`config.mk`:
```
export PLATFORM = sky130hd
export DESIGN_NAME = adc_seq_ctrl_flat
export DESIGN_NICKNAME = d
export VERILOG_FILES = /design/src/rtl/adc_seq_pkg.sv /design/src/rtl/adc_seq_if.sv /design/src/rtl/adc_seq_avg.sv /design/src/rtl/adc_seq_ctrl.sv /design/src/flat_wrapper.sv
export SDC_FILE = /design/constraint.sdc
export NUM_CORES = 1
export LEC_CHECK = 0
export BUFFER_PORTS_ARGS = -buffer_cell sky130_fd_sc_hd__buf_4
export CAP_MARGIN = 30
export CORE_UTILIZATION = 45
export CTS_CLUSTER_SIZE = 24
export DETAILED_ROUTE_END_ITERATION = 7
export PLACE_DENSITY = 0.69
export SLEW_MARGIN = 40
export SYNTH_ARGS = -nofsm -noshare
export SYNTH_HDL_FRONTEND = slang
export SYNTH_HIERARCHICAL = 1
export SYNTH_SLANG_ARGS = --single-unit
```
`constraint.sdc`:
```
create_clock -name clk -period 6.8 [get_ports clk]
set_input_delay 1.7 -clock clk [delete_from_list [all_inputs] [get_ports clk]]
set_output_delay 1.7 -clock clk [all_outputs]
set_load 0.01 [all_outputs]
```
`src/rtl/adc_seq_pkg.sv`:
```
// ADC sequencer shared types and defaults.
// Optional threshold alarm build macro: ADC_SEQ_THRESH_EN.
package adc_seq_pkg;

   typedef enum logic [1:0] {
      ST_IDLE,
      ST_SETTLE,
      ST_SAMPLE
   } state_t;

   localparam int DEF_NUM_CH     = 4;
   localparam int DEF_SETTLE_CYC = 3;
   localparam int DEF_AVG_LOG2   = 2;

   // Wide enough for 2^avg_log2 full-scale 8-bit samples.
   function automatic int acc_width(input int avg_log2);
      return 8 + avg_log2;
   endfunction

endpackage

```
`src/rtl/adc_seq_if.sv`:
```
// Result handshake bundle: producer is master, consumer is slave.
// Shared by adc_seq_ctrl and its consumer.
interface adc_seq_if #(
   parameter int CW = 2
);
   logic          res_valid;
   logic          res_ready;
   logic [7:0]    res_data;
   logic [CW-1:0] res_ch;

   modport master (
      output res_valid,
      output res_data,
      output res_ch,
      input  res_ready
   );

   modport slave (
      input  res_valid,
      input  res_data,
      input  res_ch,
      output res_ready
   );
endinterface

```
`src/rtl/adc_seq_avg.sv`:
```
// Clear/accumulate/shift datapath for the ADC sequencer.
// o_avg already includes the sample presented this cycle.
module adc_seq_avg
   import adc_seq_pkg::*;
#(
   parameter int AVG_LOG2 = DEF_AVG_LOG2
) (
   input  logic       clk,
   input  logic       reset,
   input  logic       i_clr,
   input  logic       i_acc_en,
   input  logic [7:0] i_data,
   output logic [7:0] o_avg
);
   localparam int AW = acc_width(AVG_LOG2);

   logic [AW-1:0] r_acc;
   logic [AW-1:0] w_sum;

   assign w_sum = r_acc + AW'(i_data);
   assign o_avg = w_sum[AVG_LOG2 +: 8];

   always_ff @(posedge clk) begin
      if (reset) begin
         r_acc <= '0;
      end else if (i_clr) begin
         r_acc <= '0;
      end else if (i_acc_en) begin
         r_acc <= w_sum;
      end
   end
endmodule

```
`src/rtl/adc_seq_ctrl.sv`:
```
// Round-robin ADC mux sequencer with averaging and result handshake.
// Define ADC_SEQ_THRESH_EN to add thresh/alarm ports.
module adc_seq_ctrl
   import adc_seq_pkg::*;
#(
   parameter int NUM_CH     = DEF_NUM_CH,
   parameter int SETTLE_CYC = DEF_SETTLE_CYC,
   parameter int AVG_LOG2   = DEF_AVG_LOG2
) (
   input  logic                       clk,
   input  logic                       reset,
   input  logic                       en,
   input  logic [7:0]                 adc_data,
   output logic [$clog2(NUM_CH)-1:0]  ch_sel,
   output logic                       busy,
   output logic                       overrun,
`ifdef ADC_SEQ_THRESH_EN
   input  logic [7:0]                 thresh,
   output logic [NUM_CH-1:0]          alarm,
`endif
   adc_seq_if.master                  res
);
   localparam int CW = $clog2(NUM_CH);
   localparam logic [7:0] SETTLE_LAST = 8'(SETTLE_CYC - 1);
   localparam logic [7:0] SAMPLE_LAST = 8'((1 << AVG_LOG2) - 1);

   state_t        r_state;
   state_t        w_state_nxt;
   logic [7:0]    r_cnt;
   logic [CW-1:0] r_ch;
   logic          r_valid;
   logic [7:0]    r_data;
   logic [CW-1:0] r_res_ch;
   logic          r_overrun;
   logic          w_clr;
   logic          w_acc_en;
   logic          w_done;
   logic          w_load;
   logic [7:0]    w_avg;

   always_comb begin
      w_state_nxt = r_state;
      w_acc_en    = 1'b0;
      w_done      = 1'b0;
      unique case (r_state)
         ST_IDLE: begin
            if (en) w_state_nxt = ST_SETTLE;
         end
         ST_SETTLE: begin
            if (r_cnt == SETTLE_LAST) w_state_nxt = ST_SAMPLE;
         end
         ST_SAMPLE: begin
            w_acc_en = 1'b1;
            if (r_cnt == SAMPLE_LAST) begin
               w_done      = 1'b1;
               w_state_nxt = en ? ST_SETTLE : ST_IDLE;
            end
         end
         default: w_state_nxt = ST_IDLE;
      endcase
      w_clr = (w_state_nxt == ST_SETTLE) && (r_state != ST_SETTLE);
   end

   // Results are dropped rather than stalling the sampling cadence.
   assign w_load = w_done && (!r_valid || res.res_ready);

   always_ff @(posedge clk) begin
      if (reset) begin
         r_state <= ST_IDLE;
         r_cnt   <= '0;
         r_ch    <= '0;
      end else begin
         r_state <= w_state_nxt;
         if (w_state_nxt != r_state || r_state == ST_IDLE) begin
            r_cnt <= '0;
         end else begin
            r_cnt <= r_cnt + 8'd1;
         end
         if (w_done) begin
            r_ch <= (r_ch == CW'(NUM_CH - 1)) ? '0 : r_ch + CW'(1);
         end
      end
   end

   always_ff @(posedge clk) begin
      if (reset) begin
         r_valid   <= 1'b0;
         r_data    <= '0;
         r_res_ch  <= '0;
         r_overrun <= 1'b0;
      end else begin
         if (w_load) begin
            r_valid  <= 1'b1;
            r_data   <= w_avg;
            r_res_ch <= r_ch;
         end else if (r_valid && res.res_ready) begin
            r_valid <= 1'b0;
         end
         if (w_done && !w_load) r_overrun <= 1'b1;
      end
   end

`ifdef ADC_SEQ_THRESH_EN
   logic [NUM_CH-1:0] r_alarm;

   always_ff @(posedge clk) begin
      if (reset) begin
         r_alarm <= '0;
      end else if (w_load) begin
         r_alarm[r_ch] <= (w_avg >= thresh);
      end
   end

   assign alarm = r_alarm;
`endif

   adc_seq_avg #(
      .AVG_LOG2 (AVG_LOG2)
   ) u_avg (
      .clk      (clk),
      .reset    (reset),
      .i_clr    (w_clr),
      .i_acc_en (w_acc_en),
      .i_data   (adc_data),
      .o_avg    (w_avg)
   );

   assign ch_sel        = r_ch;
   assign busy          = (r_state != ST_IDLE);
   assign overrun       = r_overrun;
   assign res.res_valid = r_valid;
   assign res.res_data  = r_data;
   assign res.res_ch    = r_res_ch;
endmodule

```
`src/flat_wrapper.sv`:
```
// flat-port wrapper written by rule: the top's interface ports become plain ports
module adc_seq_ctrl_flat import adc_seq_pkg::*;
#(
   parameter int NUM_CH     = DEF_NUM_CH,
   parameter int SETTLE_CYC = DEF_SETTLE_CYC,
   parameter int AVG_LOG2   = DEF_AVG_LOG2
)
  (clk, reset, en, adc_data, ch_sel, busy, overrun, res_res_valid, res_res_data, res_res_ch, res_res_ready);
  adc_seq_if #(.CW(2)) res_i ();
  input  logic clk;
  input  logic reset;
  input  logic en;
  input  logic [7:0] adc_data;
  output logic [$clog2(NUM_CH)-1:0] ch_sel;
  output logic busy;
  output logic overrun;
  output wire logic [$bits(res_i.res_valid)-1:0] res_res_valid;
  output wire logic [$bits(res_i.res_data)-1:0] res_res_data;
  output wire logic [$bits(res_i.res_ch)-1:0] res_res_ch;
  input wire logic [$bits(res_i.res_ready)-1:0] res_res_ready;
  assign res_res_valid = res_i.res_valid;
  assign res_res_data = res_i.res_data;
  assign res_res_ch = res_i.res_ch;
  assign res_i.res_ready = res_res_ready;
  adc_seq_ctrl #(.NUM_CH(NUM_CH), .SETTLE_CYC(SETTLE_CYC), .AVG_LOG2(AVG_LOG2)) u_core (.clk(clk), .reset(reset), .en(en), .adc_data(adc_data), .ch_sel(ch_sel), .busy(busy), .overrun(overrun), .res(res_i));
endmodule
```
Word-level counts from Yosys, hierarchy flattened
Index checks and enable logic that the tools add are counted.
Storage, ports and cells
  register bits after elaboration: 34
  output and inout port bits: 15
Operators by class
  $add $sub $neg: 3
  mux-type cells: 11
  equal/unequal tests: 8
  reduce and logical (&&, ||, !) cells: 13
Operators with widths (count)
  $eq A8 B2 Y1 const B: 2
  $add A10 B8 Y10: 1
  $add A8 B1 Y8 const B: 1
  $mux W2: 4
  $mux W1: 6
  $pmux W2 S3: 1
  $eq A2 B1 Y1 const B: 2
  $eq A2 B2 Y1 const B: 2
  $logic_and A1 B1 Y1: 4
  $reduce_bool A2 Y1: 2
  $reduce_or A2 Y1: 2
  $add A2 B1 Y2 const B: 1
  $logic_not A1 Y1: 2
  $logic_not A2 Y1: 1
  $logic_or A1 B1 Y1: 2
  $ne A2 B1 Y1 const B: 1
  $ne A2 B2 Y1: 1

Depth between registers and ports, before layout
  word-level depth: 6
  mapped depth: 10

Modules after synthesis
The synthesis kept the hierarchy.
Modules (own cells, without submodules)
  adc_seq_ctrl: times used 1, area each 1132.3 µm², cells each 119
  adc_seq_avg: times used 1, area each 945.9 µm², cells each 111

Least setup slack after synthesis
Ideal clock, no wire load.
  path kind: input-to-reg
  start: input port adc_data[0]
  end: register u_core.r_data[6], in the netlist u_core/res.res_data[6]
  setup time: 72 ps
  slack: 3456 ps
  buffers on the path: 1
  arrival time: 3272 ps
  data required time: 6728 ps
  cell stages on the path: 10
  path through: ha_1 > inv_1 > fa_1 > nor2b_2 > o2111ai_2 > and4_1 > a311oi_1 > buf_4 > nand2_1 > mux2i_1
On the way
  cells in the longest elaborated chain, start to end: 1
Ends and longest elaborated chain
  start, declared: line flat_wrapper.sv:13  | input logic [7:0] adc_data;
  $add A10 B8 Y10: line adc_seq_avg.sv:20  | assign w_sum = r_acc + AW'(i_data);
  named net u_core.u_avg.w_sum[8]: line adc_seq_avg.sv:18  | logic [AW-1:0] w_sum;
  end signal, assigned: line adc_seq_ctrl.sv:94  | r_data <= w_avg;
  end, declared: line adc_seq_ctrl.sv:32  | logic [7:0] r_data;
The timed path passes the listed nets, and every way through them passes these cells.
A chain may end at the register's enable or synchronous reset.

Worst setup path in the final report
  start: input port adc_data[0]
  end: register u_core.r_data[6], in the netlist u_core/res.res_data[6]
On the way
  cells in the longest elaborated chain, start to end: 1
Ends and longest elaborated chain
  $add A10 B8 Y10: line adc_seq_avg.sv:20
  named net u_core.w_avg[6]: line adc_seq_ctrl.sv:39  | logic [7:0] w_avg;
The timed path passes the listed nets, and every way through them passes these cells.

==> out/metrics.yaml <==
status:
  status: "complete, no violations"
grt:
  antenna_found_initial: 0
  globalRouteTotalUtil_pct: 18.58
  grt_pass1_wl_um: 7169
  overflow: 0
  grt_pass1_vias: 1608
  grt_max_degree: 24
place:
  dpl_cell_area_um2: 2207
  portBuffers: 26
  dp_cells: 289
  hpwl_um: 2888
  place.gp.congestion: 0.8575
  pre_cts_ws_ps: 3349
cells_and_area:
  diodes: 0
  final_nets: 268
  final_util_pct: 52.51
  stdcell_count: 297
  syn_to_final_growth_pct: 10.78
  final_cell_mix: "34 x dfxtp_1, 27 x buf_4, 27 x nand2_1, 14 x mux2i_1, 11 x ha_1"
  mostFrequentLayoutCell: "dfxtp_1"
  drive_gt1_share_pct: 20.41
  final_area_um2: 2302
  fill_cells: 429
critical_path:
  worstPathMaxFanout: 4
  cp_num_buf_inv: 2
  r2r_start: "u_core/r_cnt[0]"
  cpPeakStageDelay_ps: 410
  ff2ff_path_depth: 7
  critPathCapture: "u_core/res.res_data[6]"
  cp_slowest_cell: "fa_1"
  cpLargestDelayFamily: "adder cells"
  worstSetupEndpointType: "flip-flop"
  path_class: "in2reg"
  reg2reg_slack_ps: 4380
  crit_chain: "buf_4 > ha_1 > inv_1 > fa_1 > nor2b_2 > o2111ai_2 > and4_1 > a311oi_1 > nand2_1 > mux2i_1"
  worstPathRequired_ps: 7020
  cp.depth: 10
  rr_endpoint: "u_core/u_avg/r_acc[6]"
  cp-start-kind: "primary input"
  critPathArrivalTime_ps: 3390
  setup.worst_path.start: "adc_data[0]"
route:
  dr.pass1.iters: 4
  drc: 0
  vias: 1686
  totalWireLength_um: 4075
  wl_per_cell_um: 13.72
  avgViaCountPerCell: 5.677
  final_antenna_net_count: 0
  first_iter_violations: 90
pwr:
  p_per_area_nw_per_um2: 170.7
  leakage_nw: 0.8766
  netSwitchingPower_mw: 0.09642
  p_sw_share_pct: 24.54
  peakVddDrop_mv: 0.1153
  combPwrFrac_pct: 8.9
  internal_power_mw: 0.2965
  clkPwrFrac_pct: 39.6
  power_mw: 0.3929
  seqPwrFrac_pct: 51.5
timing:
  finalCritPeriodShare_pct: 46.54
  rsz0062_at_grt: "no"
  maxSlewViolCount: 0
  max_slew_margin_pct: 51.61
  fmax_mhz: 316.0
  worst_pin_slew_ps: 725.0
  tns_ps: 0
  final.setup.worst_slack_ps: 3635
  setup_viol: 0
  whs_ps: 462.1
  finalClockSkew_ps: 7.564
  fin_crit_ps: 3165
  hold_viol: 0
yosys:
  ys_seq_area_share_pct: 32.75
  async_flop_share_pct: 0
  synth_area_per_cell_um2: 9.036
  netlist_area_um2: 2078
  ys_seq_elements: 34
  ys.flop_type: "dfxtp_1"
  postSynthNetCount: 254
  syn-instance-count: 230
  yosys_warnings: 6
  synth_cell_types: 58
  synth_edf_count: 0
hold_path:
  hp-class: "reg2reg"
  worstHoldPathCells: 2
floorplan:
  start_util_pct: 47.40
  die_area_um2: 4894
  die_y_um: 69.96
  design.portCount: 27
  core_area_um2: 4384
  num_rows: 24
  die_w_um: 69.96
clock_tree:
  post_cts_buffers: 0
  clockRootBuffer: "clkbuf_8"
  cts_made_buffers: 5
  cts.clk_slew.worst_paths_ps: 80
  cts.htree.levels: 2
  cts_hold_buffers: 0
  cts_tree: "yes"
  clockBufferDepth: 2
  clk_latency_ps: 290
  cts_num_sinks: 34
  cts_resized: 0
flow_run:
  drv_cap: 0
## tightest hold or removal path, delay by kind of cell, from the launching register on
family,cells,cell delay (ps)
flip-flops,1,310
AND/OR/NAND/NOR,1,50
multiplexers,1,50
## state kept, by name, summed over array words and instances (netlist names)
signal                cells
u_core/res.res_valid      1
u_core/r_state            2
u_core/overrun            1
u_core/u_avg/r_acc       10
u_core/res.res_data       8
u_core/ch_sel             2
u_core/r_cnt              8
u_core/res.res_ch         2
## metal layers
metal  share of wire (%)  up-vias  wire length (um)  GRT usage [%]
met5                   0        -                 0              0
met4                 2.2        0                91          11.33
met3                 4.1        8               168          4.185
met2                  46       34              1884          28.31
met1                  47      790              1930          23.81
li1                    -      854                 -              -
## final cells by class
class	instances	area, um^2	area share, %
Sequential cell	34	680.7	29.57
Clock inverter	2	12.51	0.5435
Tap cell	52	65.06	2.826
Multi-Input combinational cell	168	1229	53.37
Timing Repair Buffer	27	202.7	8.804
Clock buffer	6	82.58	3.587
Inverter	8	30.03	1.304
## cell families after synthesis
kind of cell               share of synthesized area, %
and+or+nand+nor                                   23.12
AOI/OAI and AO/OA                                 17.94
DFF                                               32.75
buffers and inverters                             8.127
muxes                                             6.743
adders and majority gates                         7.586
xor gates and xnor gates                          3.733
## worst min-delay path by stage
stage	from	to
3_3_place_gp	u_core/res.res_ch[0]	u_core/res.res_ch[0]
5_1_grt	u_core/res.res_data[6]	u_core/res.res_data[6]
3_5_place_dp	u_core/res.res_data[6]	u_core/res.res_data[6]
6_report	u_core/res.res_data[1]	u_core/res.res_data[1]
4_1_cts	u_core/res.res_ch[1]	u_core/res.res_ch[1]
2_1_floorplan	u_core/u_avg/r_acc[4]	u_core/u_avg/r_acc[4]
## cell usage after synthesis, types with 6 or more instances
cell type	count	share of area [%]
buf_4	9	3.3
ha_1	11	6.6
nand3_1	10	2.4
mux2i_1	14	6.7
dfxtp_1	34	33
nand2_1	27	4.9
a211oi_1	6	2.2
nor3b_1	6	2.2
inv_1	8	1.4
nor2_1	6	1.1
## power by group through the flow
stage | Sequential [mW] | Clock [mW] | Combinational (mW)
6_report | 0.202 | 0.156 | 0.0348
5_1_grt | 0.203 | 0.172 | 0.0387
4_1_cts | 0.202 | 0.163 | 0.0350
3_5_place_dp | 0.207 | 0 | 0.0347
3_3_place_gp | 0.207 | 0 | 0.0343
2_1_floorplan | 0.207 | 0 | 0.0259
Power figures use the tool's default switching activity.
